==> config.mk <==
export PLATFORM = sky130hd
export DESIGN_NAME = mcu_spi_master
export DESIGN_NICKNAME = d
export VERILOG_FILES = /design/src/rtl/mcu_spi_pkg.sv /design/src/rtl/spi_tx_fifo.sv /design/src/rtl/mcu_spi_master.sv
export SDC_FILE = /design/constraint.sdc
export NUM_CORES = 1
export LEC_CHECK = 0
export ABC_AREA = 0
export BUFFER_PORTS_ARGS = -buffer_cell sky130_fd_sc_hd__buf_2
export CAP_MARGIN = 10
export CORE_ASPECT_RATIO = 0.5
export CORE_MARGIN = 8
export CORE_UTILIZATION = 54
export CTS_BUF_LIST = sky130_fd_sc_hd__clkbuf_8 sky130_fd_sc_hd__clkbuf_16
export CTS_CLUSTER_SIZE = 12
export DETAILED_ROUTE_END_ITERATION = 12
export PLACE_DENSITY = 0.73
export SKIP_LAST_GASP = 1
export SLEW_MARGIN = 10
export SYNTH_ARGS = -nofsm -noshare
export SYNTH_HDL_FRONTEND = slang
export SYNTH_SLANG_ARGS = --single-unit
==> constraint.sdc <==
create_clock -name clk_in -period 2.33 [get_ports clk_in]
set_clock_uncertainty 0.1 [all_clocks]
set_input_delay 0.233 -clock clk_in [delete_from_list [all_inputs] [get_ports clk_in]]
set_output_delay 0.233 -clock clk_in [all_outputs]
set_load 0.03 [all_outputs]
==> src/rtl/mcu_spi_pkg.sv <==
// Shared constants for the MCU SPI master: register map, register bit indices
// and the transfer state encoding.
package mcu_spi_pkg;

  localparam logic [3:0] ADDR_DATA   = 4'h0;
  localparam logic [3:0] ADDR_CTRL   = 4'h1;
  localparam logic [3:0] ADDR_CS_SEL = 4'h2;
  localparam logic [3:0] ADDR_DIV    = 4'h3;
  localparam logic [3:0] ADDR_STATUS = 4'h4;

  localparam int CTRL_CPOL = 0;
  localparam int CTRL_CPHA = 1;
  localparam int CTRL_LSB  = 2;
  localparam int CTRL_HOLD = 3;

  localparam int ST_BUSY  = 0;
  localparam int ST_FULL  = 1;
  localparam int ST_EMPTY = 2;
  localparam int ST_RXV   = 3;
  localparam int ST_OVF   = 4;

  typedef enum logic [1:0] {
    IDLE  = 2'd0,
    SETUP = 2'd1,
    SHIFT = 2'd2,
    HOLD  = 2'd3
  } spi_state_t;

endpackage

==> src/rtl/spi_tx_fifo.sv <==
// Transmit byte FIFO; extra pointer MSB distinguishes full from empty.
// A push into a full FIFO is taken when a pop happens in the same cycle.
module spi_tx_fifo #(
  parameter int FIFO_DEPTH = 4,
  parameter int WIDTH      = 8
) (
  input  logic             clk_in,
  input  logic             reset_in,
  input  logic             push_in,
  input  logic             pop_in,
  input  logic [WIDTH-1:0] data_in,
  output logic [WIDTH-1:0] data_out,
  output logic             full_out,
  output logic             empty_out
);

  localparam int AW = $clog2(FIFO_DEPTH);

  logic [AW:0]      r_wr_ptr;
  logic [AW:0]      r_rd_ptr;
  logic [WIDTH-1:0] r_mem [FIFO_DEPTH];
  logic             w_do_pop;
  logic             w_do_push;

  assign empty_out = (r_wr_ptr == r_rd_ptr);
  assign full_out  = (r_wr_ptr[AW] != r_rd_ptr[AW]) &&
                     (r_wr_ptr[AW-1:0] == r_rd_ptr[AW-1:0]);
  assign w_do_pop  = pop_in && !empty_out;
  assign w_do_push = push_in && (!full_out || w_do_pop);
  assign data_out  = r_mem[r_rd_ptr[AW-1:0]];

  always_ff @(posedge clk_in) begin
    if (reset_in) begin
      r_wr_ptr <= '0;
      r_rd_ptr <= '0;
    end else begin
      if (w_do_push) r_wr_ptr <= r_wr_ptr + 1'b1;
      if (w_do_pop)  r_rd_ptr <= r_rd_ptr + 1'b1;
    end
  end

  always_ff @(posedge clk_in) begin
    if (w_do_push) r_mem[r_wr_ptr[AW-1:0]] <= data_in;
  end

endmodule

==> src/rtl/mcu_spi_master.sv <==
// Register-mapped SPI master: TX FIFO, per-transfer latched mode/divider/select,
// SETUP / 16 SCLK half-periods / HOLD framing with back-to-back chaining.
import mcu_spi_pkg::*;

module mcu_spi_master #(
  parameter int NUM_CS     = 4,
  parameter int DIV_WIDTH  = 8,
  parameter int FIFO_DEPTH = 4
) (
  input  logic              clk_in,
  input  logic              reset_in,
  input  logic [3:0]        periph_addr_in,
  input  logic              periph_addr_valid_in,
  input  logic              periph_write_en_in,
  input  logic [7:0]        periph_data_in,
  output logic [7:0]        periph_data_out,
  output logic              periph_data_valid_out,
  output logic              sclk_out,
  output logic              mosi_out,
  input  logic              miso_in,
  output logic [NUM_CS-1:0] cs_n_out
);

  spi_state_t r_state, w_state_nxt;

  logic                 r_valid_d;
  logic [3:0]           r_ctrl;
  logic [2:0]           r_cs_sel;
  logic [DIV_WIDTH-1:0] r_div;
  logic                 r_ovf;
  logic                 r_rx_valid;
  logic [7:0]           r_rx_data;
  logic [7:0]           r_data_out;
  logic                 r_data_valid;

  logic [DIV_WIDTH-1:0] r_div_cnt;
  logic [DIV_WIDTH-1:0] r_div_l;
  logic [3:0]           r_half;
  logic                 r_cpol_l, r_cpha_l, r_lsb_l, r_hold_l;
  logic [7:0]           r_tx;
  logic [7:0]           r_rx;
  logic                 r_sclk;
  logic [NUM_CS-1:0]    r_cs_n;

  logic              w_accept, w_wr, w_rd;
  logic              w_push_req, w_ovf_set;
  logic              w_fifo_full, w_fifo_empty;
  logic [7:0]        w_fifo_dout;
  logic              w_tick, w_load, w_edge, w_done;
  logic [3:0]        w_edge_half;
  logic              w_sample, w_shift;
  logic              w_busy;
  logic [7:0]        w_status;
  logic [7:0]        w_rd_data;
  logic [NUM_CS-1:0] w_cs_dec;

  // Only the first cycle of a valid-high period is an access.
  assign w_accept   = periph_addr_valid_in && !r_valid_d;
  assign w_wr       = w_accept && periph_write_en_in;
  assign w_rd       = w_accept && !periph_write_en_in;
  assign w_push_req = w_wr && (periph_addr_in == ADDR_DATA);
  assign w_ovf_set  = w_push_req && w_fifo_full && !w_load;

  spi_tx_fifo #(.FIFO_DEPTH(FIFO_DEPTH), .WIDTH(8)) u_fifo (
    .clk_in    (clk_in),
    .reset_in  (reset_in),
    .push_in   (w_push_req),
    .pop_in    (w_load),
    .data_in   (periph_data_in),
    .data_out  (w_fifo_dout),
    .full_out  (w_fifo_full),
    .empty_out (w_fifo_empty)
  );

  assign w_busy = (r_state != IDLE) || !w_fifo_empty;

  always_comb begin
    w_status           = '0;
    w_status[ST_BUSY]  = w_busy;
    w_status[ST_FULL]  = w_fifo_full;
    w_status[ST_EMPTY] = w_fifo_empty;
    w_status[ST_RXV]   = r_rx_valid;
    w_status[ST_OVF]   = r_ovf;
  end

  always_comb begin
    w_rd_data = 8'h00;
    case (periph_addr_in)
      ADDR_DATA:   w_rd_data = r_rx_data;
      ADDR_CTRL:   w_rd_data = {4'b0, r_ctrl};
      ADDR_CS_SEL: w_rd_data = {5'b0, r_cs_sel};
      ADDR_DIV:    w_rd_data = 8'(r_div);
      ADDR_STATUS: w_rd_data = w_status;
      default:     w_rd_data = 8'h00;
    endcase
  end

  always_comb begin
    w_cs_dec = '1;
    for (int i = 0; i < NUM_CS; i++)
      if (r_cs_sel == 3'(i)) w_cs_dec[i] = 1'b0;
  end

  // Edge k is the SCLK transition that opens SHIFT half-period k.
  assign w_tick      = (r_div_cnt == r_div_l);
  assign w_edge_half = (r_state == SETUP) ? 4'd0 : r_half + 4'd1;
  assign w_sample    = r_cpha_l ? w_edge_half[0] : ~w_edge_half[0];
  assign w_shift     = r_cpha_l ? (~w_edge_half[0] && (w_edge_half != 4'd0))
                                : ( w_edge_half[0] && (w_edge_half != 4'd15));

  always_comb begin
    w_state_nxt = r_state;
    w_load      = 1'b0;
    w_edge      = 1'b0;
    w_done      = 1'b0;
    case (r_state)
      IDLE: begin
        if (!w_fifo_empty) begin
          w_state_nxt = SETUP;
          w_load      = 1'b1;
        end
      end
      SETUP: begin
        if (w_tick) begin
          w_state_nxt = SHIFT;
          w_edge      = 1'b1;
        end
      end
      SHIFT: begin
        if (w_tick) begin
          if (r_half == 4'd15) w_state_nxt = HOLD;
          else                 w_edge      = 1'b1;
        end
      end
      HOLD: begin
        if (w_tick) begin
          w_done = 1'b1;
          if (!w_fifo_empty) begin
            w_state_nxt = SETUP;
            w_load      = 1'b1;
          end else begin
            w_state_nxt = IDLE;
          end
        end
      end
      default: w_state_nxt = IDLE;
    endcase
  end

  always_ff @(posedge clk_in) begin
    if (reset_in) r_state <= IDLE;
    else          r_state <= w_state_nxt;
  end

  always_ff @(posedge clk_in) begin
    if (reset_in) begin
      r_valid_d    <= 1'b0;
      r_ctrl       <= '0;
      r_cs_sel     <= '0;
      r_div        <= '0;
      r_ovf        <= 1'b0;
      r_rx_valid   <= 1'b0;
      r_rx_data    <= '0;
      r_data_out   <= '0;
      r_data_valid <= 1'b0;
    end else begin
      r_valid_d    <= periph_addr_valid_in;
      r_data_valid <= w_rd;
      if (w_rd) r_data_out <= w_rd_data;
      if (w_rd && (periph_addr_in == ADDR_DATA)) r_rx_valid <= 1'b0;
      if (w_wr) begin
        case (periph_addr_in)
          ADDR_CTRL:   r_ctrl   <= periph_data_in[3:0];
          ADDR_CS_SEL: r_cs_sel <= periph_data_in[2:0];
          ADDR_DIV:    r_div    <= periph_data_in[DIV_WIDTH-1:0];
          ADDR_STATUS: if (periph_data_in[ST_OVF]) r_ovf <= 1'b0;
          default: ;
        endcase
      end
      if (w_ovf_set) r_ovf <= 1'b1;
      // A completed byte overwrites unread data without flagging overflow.
      if (w_done) begin
        r_rx_data  <= r_rx;
        r_rx_valid <= 1'b1;
      end
    end
  end

  always_ff @(posedge clk_in) begin
    if (reset_in) begin
      r_div_cnt <= '0;
      r_div_l   <= '0;
      r_half    <= '0;
      r_cpol_l  <= 1'b0;
      r_cpha_l  <= 1'b0;
      r_lsb_l   <= 1'b0;
      r_hold_l  <= 1'b0;
      r_tx      <= '0;
      r_rx      <= '0;
      r_sclk    <= 1'b0;
      r_cs_n    <= '1;
    end else begin
      if ((r_state == IDLE) || w_tick) r_div_cnt <= '0;
      else                             r_div_cnt <= r_div_cnt + 1'b1;

      if ((r_state == IDLE) && !r_ctrl[CTRL_HOLD]) r_cs_n <= '1;

      if (w_load) begin
        r_cpol_l <= r_ctrl[CTRL_CPOL];
        r_cpha_l <= r_ctrl[CTRL_CPHA];
        r_lsb_l  <= r_ctrl[CTRL_LSB];
        r_hold_l <= r_ctrl[CTRL_HOLD];
        r_div_l  <= r_div;
        r_tx     <= w_fifo_dout;
        r_sclk   <= r_ctrl[CTRL_CPOL];
        r_half   <= '0;
        r_cs_n   <= w_cs_dec;
      end

      if (w_edge) begin
        r_half <= w_edge_half;
        r_sclk <= ~r_sclk;
        if (w_sample)
          r_rx <= r_lsb_l ? {miso_in, r_rx[7:1]} : {r_rx[6:0], miso_in};
        if (w_shift)
          r_tx <= r_lsb_l ? {1'b0, r_tx[7:1]} : {r_tx[6:0], 1'b0};
      end

      if (w_done && !w_load && !r_hold_l) r_cs_n <= '1;
    end
  end

  assign sclk_out              = (r_state == IDLE) ? r_ctrl[CTRL_CPOL] : r_sclk;
  assign mosi_out              = (r_state == IDLE) ? 1'b0 : (r_lsb_l ? r_tx[0] : r_tx[7]);
  assign cs_n_out              = r_cs_n;
  assign periph_data_out       = r_data_out;
  assign periph_data_valid_out = r_data_valid;

endmodule

==> results of run 1 <==
cell families after synthesis:
family                   after synthesis  synth area share (%)
flip-flops                           121                  51.1
AO/OA/AOI/OAI                         87                  10.9
AND/OR/NAND/NOR                      181                  15.7
XOR/XNOR                              21                  3.42
buffers and inverters                 40                  2.93
adder cells (fa/ha/maj)               12                  2.80
multiplexers                          58                  13.1
final timing paths:
check / end / slack, ps
max: r_tx[3] / 90
min: u_fifo.r_mem[3][1] / 20
max reg2reg: r_tx[3] / 90
min reg2reg: periph_data_out[1] / 360
cell type report:
| cell class | count | area (um2) | share of cell area (%) |
|---|---|---|---|
| clock buffers | 18 | 450 | 6.99 |
| multi-input cells | 359 | 2500 | 38.8 |
| repair buffers | 60 | 435 | 6.76 |
| clock inverters | 14 | 110 | 1.71 |
| inverters | 10 | 37.5 | 0.583 |
| flip-flops and latches | 121 | 2740 | 42.6 |
| well taps | 135 | 169 | 2.62 |
per-stage QoR:
| stage | worst slack [ps] | power, mW | setup TNS, ps | std cells |
|---|---|---|---|---|
| 3_3_place_gp | 65.9 | 3.02 | 0 | 678 |
| 6_report | 93.6 | 5.49 | 0 | 717 |
| 5_1_grt | -14.4 | 5.71 | -60.0 | 717 |
| 2_1_floorplan | 15.9 | 2.82 | 0 | 520 |
| 3_5_place_dp | -35.1 | 3.03 | -253 | 678 |
| 4_1_cts | 8.43 | 5.50 | 0 | 716 |
registers in the layout, summed over array words and instances (netlist names), 2 cells and up, named ones only:
| register | flops |
|---|---|
| r_div_cnt | 8 |
| periph_data_out | 8 |
| r_cs_sel | 3 |
| r_div | 8 |
| u_fifo.r_mem | 32 |
| cs_n_out | 4 |
| r_tx | 8 |
| r_div_l | 8 |
| r_state | 2 |
| r_rx | 8 |
| r_ctrl | 4 |
| r_half | 4 |
| u_fifo.r_rd_ptr | 3 |
| u_fifo.r_wr_ptr | 3 |
| r_rx_data | 8 |
layer usage:
| metal | GRT usage, % | wire length, um |
|---|---|---|
| met1 | 26.8 | 5920 |
| met2 | 27.5 | 5490 |
| met4 | 6.09 | 130 |
| met3 | 7.00 | 1160 |
| met5 | 0 | 0 |
worst register-to-register path: cells and delay by family, from the launching register on:
| kind | cells | cell delay [ps] |
|---|---|---|
| simple gates | 1 | 50 |
| compound gates | 4 | 1010 |
| buf+inv | 1 | 100 |
| flops | 1 | 340 |
| fa+ha+maj | 1 | 220 |
| mux | 1 | 290 |
power by group:
part	internal (mW)	total, mW	switching, mW
clock	1.44	2.47	1.02
combinational	0.293	0.729	0.437
sequential	2.22	2.30	0.0735
total	3.96	5.49	1.53
placed cells by master (no fill, tap or decap), types with 3 or more instances in the layout:
cell           instances
edfxtp_1              32
a31oi_1                9
buf_4                 17
dfxtp_1               89
buf_2                 31
and3_1                 4
ha_1                  11
xor2_1                15
a21oi_1               26
nor3_1                 9
xnor2_1                6
mux2_2                 8
clkbuf_16             18
dlygate4sd3_1          7
nor2b_1                8
nand2_1               54
a22o_1                 3
inv_1                 11
buf_12                 3
nand3_1               11
inv_6                  7
mux4_2                 9
o21ai_0                7
a22oi_1                5
o21ai_1                6
a211oi_1               8
nor2_1                70
mux2i_1               39
cells in the mapped netlist, types with 9 or more instances:
cell      number
mux2i_1       39
ha_1          12
clkbuf_1      20
a21oi_1       26
inv_1         10
nand3_1       11
xor2_1        15
mux4_2         9
dfxtp_1       89
edfxtp_1      32
nand2_1       54
nor3_1         9
a31oi_1        9
nor2_1        70
timing repair:
action                     in CTS  in global routing
pin swaps                       0                  0
setup endpoints to repair      14                 21
gates resized for setup         2                  7
buffers inserted                0                  0
cloned                          0                  0
hold endpoints to repair       19                  4
hold buffers                    6                  1
==> run_results.csv, run 1 <==
group,metric,value,unit
synth,syn_area,0.00537,mm2
die,start_util,56.1,%
cells_and_area,fin_nets,598,
die,dieHeight,86.5,um
critical_path,worst-path-stages,8,
clock_network,cts_tree,"yes",
timing,hold_viol,0,
critical_path,slowest_stage,"a211o_4",
synth,synth_seq_cells,121,
cells_and_area,drive_above_1_share,20.3,%
synth,synth_top_cell_by_area,"dfxtp_1",
routing,vias,4133,
die,row_count,25,
clock_network,cts_buffer_depth,2,
synth,synth_edf_count,32,
clock_network,htree_levels,4,
synth,netlist_instances,520,
critical_path,critPathRequiredTime,2520,ps
timing,report.final.slew_viol_count,0,
synth,synth_cell_type_count,58,
critical_path,critPathMaxFanout,16,
grt,grt_overflow_total,0,
critical_path,slowest_delay,420,ps
synth,synthArstFlopShare,0,%
critical_path,critPathLaunchType,"flip-flop",
cells_and_area,syn_to_final_growth,19.9,%
worst_hold_path,hp-class,"in2reg",
worst_hold_path,hp-start,"periph_data_in[1]",
pwr,peakVddDrop,0.710,mV
cells_and_area,antenna_cells,0,
clock_network,cts_made_buffers,17,
synth,synthesis.nets,549,
critical_path,cp_top_family,"compound AO/OA/AOI/OAI gates",
synth,synth.area.top_cells,"dfxtp_1 (33%), edfxtp_1 (18%), mux2i_1 (7.3%)",
routing,ant_nets,0,
cells_and_area,post-route-util,67.3,%
cells_and_area,fillerInstances,730,
routing,drtIter0Drc,355,
timing,finalSetupViolCount,0,
timing,min_period_over_period,96.0,%
routing,via_per_inst,5.76,
worst_hold_path,holdPathStages,1,
grt,first_global_vias,3814,
critical_path,regToRegStartpoint,"r_state[1]",
critical_path,critPathLaunch,"r_state[1]",
timing,tightest_slew,508,ps
die,core,0.00957,mm2
die,ios,32,
pwr,power.leakage,2.43,nW
flow_run,max_cap_viol_count,0,
placement,dp_hpwl,8620,um
grt,antenna_found_initial,0,
critical_path,arrival,2430,ps
critical_path,crit_buf_inv,1,
grt,grt_pass1_wl,20100,um
routing,post_drt_wl_per_cell,17.7,um
routing,drc,0,
grt,grt_use_total,19.4,%
clock_network,clock-sinks,121,
critical_path,worst-setup-path-type,"reg2reg",
placement,gp_congestion,0.862,
clock_network,cts-root-buf,"clkbuf_16",
placement,portBuffers,31,
clock_network,path_clk_slew,60,ps
critical_path,crit_path_end_kind,"flip-flop",
clock_network,worst_skew_pair.late_latency,410,ps
die,die-area,0.0136,mm2
critical_path,reg2reg_depth,8,
pwr,powerDensity,853,mW/mm2
status,status,"finished, final reports clean",
synth,synth.avg_cell_area,10.3,um2
placement,dpl-instance-area,0.00578,mm2
timing,post-route-min-period,2240,ps
grt,grt_max_degree,69,
routing,drtPass1Iterations,5,
die,die_w,157,um
cells_and_area,stdcell_area,0.00644,mm2
timing,timing.hold.ws,23.6,ps
critical_path,cp_cell_sequence,"inv_1 > ha_2 > nor2b_1 > mux2_2 > a311o_1 > a211o_4 > o21ai_0 > a31oi_1",
routing,totalWireLength,12700,um
synth,yosys_warnings,0,
synth,yosysTopAreaCellShare,33.2,%
synth,yosysSeqAreaShare,51.1,%
timing,rsz0062_at_grt,"true",
timing,slew-limit-headroom,66.1,%
timing,fmax,447,MHz
synth,synth_flop_cell,"dfxtp_1",
(Power assumes the default switching activity.)
==> inputs of run 2 (changes only) <==
--- a/config.mk
+++ b/config.mk
@@ -14,6 +14,7 @@
 export CTS_BUF_LIST = sky130_fd_sc_hd__clkbuf_8 sky130_fd_sc_hd__clkbuf_16
 export CTS_CLUSTER_SIZE = 12
 export DETAILED_ROUTE_END_ITERATION = 12
+export MAX_ROUTING_LAYER = met4
 export PLACE_DENSITY = 0.73
 export SKIP_LAST_GASP = 1
 export SLEW_MARGIN = 10
==> run 2 against run 1 <==
Effect of this change:
- sequential cell count stayed put
- global-route usage is 0.63 points higher
- combinational power hardly changed
- utilization stayed put
- clock power hardly changed
- largest cell class unchanged
- worst hold slack better by 5.7 ps
- worst setup slack hardly changed
- register-to-register slack hardly changed
- power hardly changed
- non-clock buffer count stayed put
- maximum frequency hardly changed
==> run_results.csv, run 2 (synthesis gave the netlist of run 1 again) <==
group,metric,value,unit
pwr,peakVddDrop,0.711,mV
routing,post_drt_wl_per_cell,17.7,um
worst_hold_path,hp-class,"in2reg",
pwr,p_int,3.96,mW
clock_network,worst_skew_pair.late_latency,420,ps
die,die-area,0.0136,mm2
critical_path,r2r_slack,90,ps
critical_path,regToRegStartpoint,"r_div_cnt[5]",
cells_and_area,post-route-util,67.3,%
grt,antenna_found_initial,0,
routing,drtPass1Iterations,5,
cells_and_area,largest_reg_flops,32,
timing,report.final.slew_viol_count,0,
timing,rsz0062_at_grt,"true",
grt,first_global_vias,3811,
cells_and_area,drive_above_1_share,20.3,%
die,start_util,56.1,%
routing,drc,0,
timing,timing.hold.ws,29.3,ps
timing,tightest_slew,502,ps
timing,hold_viol,0,
placement,portBuffers,31,
critical_path,reg2reg_depth,6,
timing,fmax,447,MHz
die,die_w,157,um
pwr,powerDensity,853,mW/mm2
die,dieHeight,86.5,um
placement,dp_hpwl,8620,um
routing,drtIter0Drc,340,
routing,via_per_inst,5.73,
cells_and_area,fin_nets,598,
grt,grt_overflow_total,0,
die,ios,32,
flow_run,max_cap_viol_count,0,
clock_network,cts_buffer_depth,2,
cells_and_area,fillerInstances,730,
pwr,totalPowerFinal,5.49,mW
placement,gp_congestion,0.875,
timing,slew-limit-headroom,66.5,%
clock_network,cts_tree,"yes",
worst_hold_path,min_to,"u_fifo.r_mem[3][1]",
critical_path,slowest_delay,410,ps
timing,finalSetupViolCount,0,
worst_hold_path,hp-start,"periph_data_in[1]",
critical_path,slowest_stage,"dfxtp_1",
timing,post-route-min-period,2240,ps
pwr,switchingPower,1.53,mW
die,row_count,25,
cells_and_area,layout_common_cells,"dfxtp_1 (89), nor2_1 (70), nand2_1 (54)",
pwr,switching_share,27.9,%
grt,grt_use_total,20.0,%
cells_and_area,syn_to_final_growth,19.9,%
critical_path,reg2reg_to,"u_fifo.r_mem[0][1]",
worst_hold_path,holdPathStages,1,
grt,grt_max_degree,69,
pwr,power_frac_comb,13.3,%
cells_and_area,multi_input_area,0.00250,mm2
status,status,"finished, final reports clean",
cells_and_area,regArea,0.00274,mm2
critical_path,critPathLaunchType,"flip-flop",
pwr,power.leakage,2.43,nW
grt,grt_pass1_wl,20100,um
clock_network,cts_made_buffers,17,
pwr,clkPwrFrac,44.9,%
clock_network,postCtsSetupRepairBufs,0,
critical_path,crit_path_end_kind,"flip-flop",
clock_network,clock-sinks,121,
critical_path,critPathRequiredTime,2330,ps
critical_path,worst-setup-path-type,"reg2reg",
clock_network,htree_levels,4,
die,core,0.00957,mm2
routing,ant_nets,0,
critical_path,critPathMaxFanout,8,
pwr,pwr-share-seq,41.8,%
routing,totalWireLength,12700,um
cells_and_area,antenna_cells,0,
critical_path,cp_cell_sequence,"xor2_1 > nor4_4 > nand3_1 > a211o_1 > nand2_1 > and3_2",
clock_network,path_clk_slew,60,ps
cells_and_area,layout_commonest_cell,"dfxtp_1",
clock_network,cts-root-buf,"clkbuf_16",
critical_path,arrival,2240,ps
timing,min_period_over_period,96.0,%
routing,vias,4105,
## run 2: worst max-delay path by stage
stage,cells after the start,endpoint,startpoint
finish,6,u_fifo.r_mem[0][1],r_div_cnt[5]
global route,8,r_tx[0],r_div_cnt[5]
CTS,6,u_fifo.r_mem[2][1],r_div_l[2]
detailed placement,8,r_tx[7],r_state[1]
global placement,8,r_tx[7],r_state[1]
floorplan,7,u_fifo.r_mem[0][0],r_div_cnt[2]
## run 2: metal layers
metal / track usage [%] / share of wire (%)
met2: 27.4 / 43
met1: 27.3 / 47
met4: 6.09 / 0.88
met5: - / 0
met3: 6.75 / 9.2
## run 2: what timing repair did
action / CTS / global route
gates cloned: 0 / 0
resized for setup: 2 / 7
endpoints found under the hold margin: 19 / 4
hold buffers: 6 / 1
endpoints found under the setup margin: 14 / 21
## run 2: final cells by class
class | count | share of cell area [%]
sequential | 121 | 42.6
clock inverter | 14 | 1.71
timing repair buffer | 60 | 6.76
tap | 135 | 2.62
inverter | 10 | 0.583
clock buffer | 18 | 6.99
multi-input combinational | 359 | 38.8
## run 2: through the flow
stage               std cells  area [um2]  setup WS (ps)  setup TNS (ps)
floorplan                 520        5370           15.9               0
global placement          678        5780           65.9               0
detailed placement        678        5780          -35.1            -253
CTS                       716        6400           8.43               0
global route              717        6440          -14.5           -60.7
finish                    717        6440           93.8               0
## run 2: power groups by stage
stage / Sequential (mW) / Combinational, mW / Clock, mW
after floorplan: 2.31 / 0.510 / 0
after global placement: 2.34 / 0.679 / 0
after detailed placement: 2.34 / 0.688 / 0
after CTS: 2.30 / 0.705 / 2.49
after global routing: 2.31 / 0.796 / 2.60
final: 2.30 / 0.728 / 2.47
## run 2: worst max-delay path: cells and delay by family, from the launching register on
kind,cells,cell delay (ps)
AO/OA/AOI/OAI,1,400
XOR/XNOR,1,130
flip-flops,1,410
AND/OR/NAND/NOR,4,880
==> inputs of run 3 (changes only) <==
--- a/config.mk
+++ b/config.mk
@@ -16,6 +16,8 @@
 export DETAILED_ROUTE_END_ITERATION = 12
 export MAX_ROUTING_LAYER = met4
 export PLACE_DENSITY = 0.73
+export RECOVER_POWER = 100
+export SKIP_CTS_REPAIR_TIMING = 1
 export SKIP_LAST_GASP = 1
 export SLEW_MARGIN = 10
 export SYNTH_ARGS = -nofsm -noshare
==> run 3 against run 2 <==
Effect of this change:
- non-clock buffer count unchanged
- cell area decreased by 0.68%
- die area did not move
- maximum frequency fell by 1.2%
- first-iteration DRC count up 11%
- worst hold slack improved by 51 ps
- worst setup slack worse by 28 ps
==> run_results.csv, run 3 (synthesis gave the netlist of run 1 again) <==
group,metric,value,unit
routing,post_drt_wl_per_cell,17.7,um
critical_path,reg2reg_depth,8,
timing,rsz0062_at_grt,"true",
routing,totalWireLength,12700,um
die,core,0.00957,mm2
critical_path,critPathLaunchType,"flip-flop",
timing,slew-limit-headroom,66.5,%
cells_and_area,layout_common_cells,"dfxtp_1 (89), nor2_1 (71), nand2_1 (54)",
placement,gp_congestion,0.875,
clock_network,cts_made_buffers,17,
pwr,power_frac_comb,13.0,%
timing,final.setup.worst_slack,65.6,ps
timing,tightest_slew,502,ps
pwr,switchingPower,1.54,mW
routing,vias,4165,
routing,ant_nets,0,
critical_path,crit_path_end_kind,"flip-flop",
timing,timing.setup.tns,0,ps
cells_and_area,fin_nets,598,
pwr,p_int,3.95,mW
timing,fmax,442,MHz
status,status,"finished, final reports clean",
clock_network,htree_levels,4,
timing,post-route-min-period,2260,ps
cells_and_area,antenna_cells,0,
cells_and_area,stdcell_area,0.00640,mm2
grt,grt_max_degree,69,
pwr,powerDensity,857,mW/mm2
die,ios,32,
die,row_count,25,
timing,report.final.slew_viol_count,0,
pwr,pwr-share-seq,41.9,%
die,start_util,56.1,%
clock_network,path_clk_slew,60,ps
clock_network,cts_buffer_depth,2,
critical_path,arrival,2460,ps
cells_and_area,stdcell_count,717,
critical_path,worst-setup-path-type,"reg2reg",
clock_network,cts_tree,"yes",
placement,pre_cts_ws,-35.1,ps
grt,grt_pass1_wl,20100,um
placement,portBuffers,31,
cells_and_area,drive_above_1_share,15.6,%
clock_network,clock-sinks,121,
critical_path,critPathMaxFanout,16,
grt,grt_use_total,20.0,%
cells_and_area,largest_reg_flops,32,
flow_run,max_cap_viol_count,0,
timing,hold_viol,0,
placement,dp.cells,678,
critical_path,critPathRequiredTime,2520,ps
die,die_w,157,um
pwr,peakVddDrop,0.709,mV
routing,drtIter0Drc,376,
die,die-area,0.0136,mm2
routing,drc,0,
grt,grt_overflow_total,0,
placement,dpl-instance-area,0.00578,mm2
pwr,clkPwrFrac,45.1,%
timing,min_period_over_period,97.2,%
routing,via_per_inst,5.81,
pwr,switching_share,28.0,%
timing,timing.hold.ws,80.1,ps
cells_and_area,syn_to_final_growth,19.1,%
placement,dp_hpwl,8620,um
timing,finalSetupViolCount,0,
die,dieHeight,86.5,um
worst_hold_path,hp-class,"in2reg",
clock_network,worst_skew_pair.late_latency,410,ps
routing,drtPass1Iterations,5,
clock_network,cts-root-buf,"clkbuf_16",
cells_and_area,layout_commonest_cell,"dfxtp_1",
pwr,power.leakage,2.35,nW
grt,first_global_vias,3784,
grt,antenna_found_initial,0,
worst_hold_path,holdPathStages,3,
## run 3: cell types whose count changed in the layout (fill, tap and decap cells not counted)
cell      change
buf_4         -3
and2_1        -1
buf_2        -22
nor2_2        -1
or2_0         +1
or2_1         -1
ha_2          -1
ha_1          +1
clkbuf_1     +25
nor2_1        +1
and2_0        +1
## run 3: final cells by class
class	count	area, um2
fill	744	3170
sequential	121	2740
multi-input combinational	359	2490
clock buffer	18	450
timing repair buffer	60	397
tap	135	169
clock inverter	14	110
inverter	10	37.5
## run 3: metal layers
layer | up-vias | global-route usage (%) | wire length [um]
li1 | 1971 | - | -
met1 | 2027 | 27.3 | 6010
met2 | 154 | 27.3 | 5510
met3 | 13 | 6.80 | 1080
met4 | 0 | 6.09 | 124
met5 | - | - | 0
## run 3: worst max-delay path: stages (launching register included)
cell	delay, ps
dfxtp_1	340
inv_1	90
ha_1	240
nor2b_1	60
mux2_2	290
a311o_1	330
a211o_4	420
o21ai_0	200
a31oi_1	60
## run 3: power by group through the flow
stage | clock network (mW) | logic (mW) | registers [mW]
floorplan | 0 | 0.510 | 2.31
global placement | 0 | 0.679 | 2.34
detailed placement | 0 | 0.688 | 2.34
CTS | 2.49 | 0.697 | 2.30
global route | 2.60 | 0.780 | 2.31
finish | 2.47 | 0.714 | 2.30
## run 3: worst paths after layout
check / start / end / slack [ps]
setup / recovery: r_state[1] / r_tx[3] / 70
hold / removal: miso_in / r_rx[7] / 80
setup reg to reg: r_state[1] / r_tx[3] / 70
hold reg to reg: periph_data_out[1] / periph_data_out[1] / 360
## run 3: stage by stage
step           utilization (%)  total power, mW
6_report                  66.8             5.48
5_1_grt                   66.8             5.69
4_1_cts                   66.2             5.49
3_5_place_dp              60.4             3.03
3_3_place_gp              60.4             3.02
2_1_floorplan                -             2.82
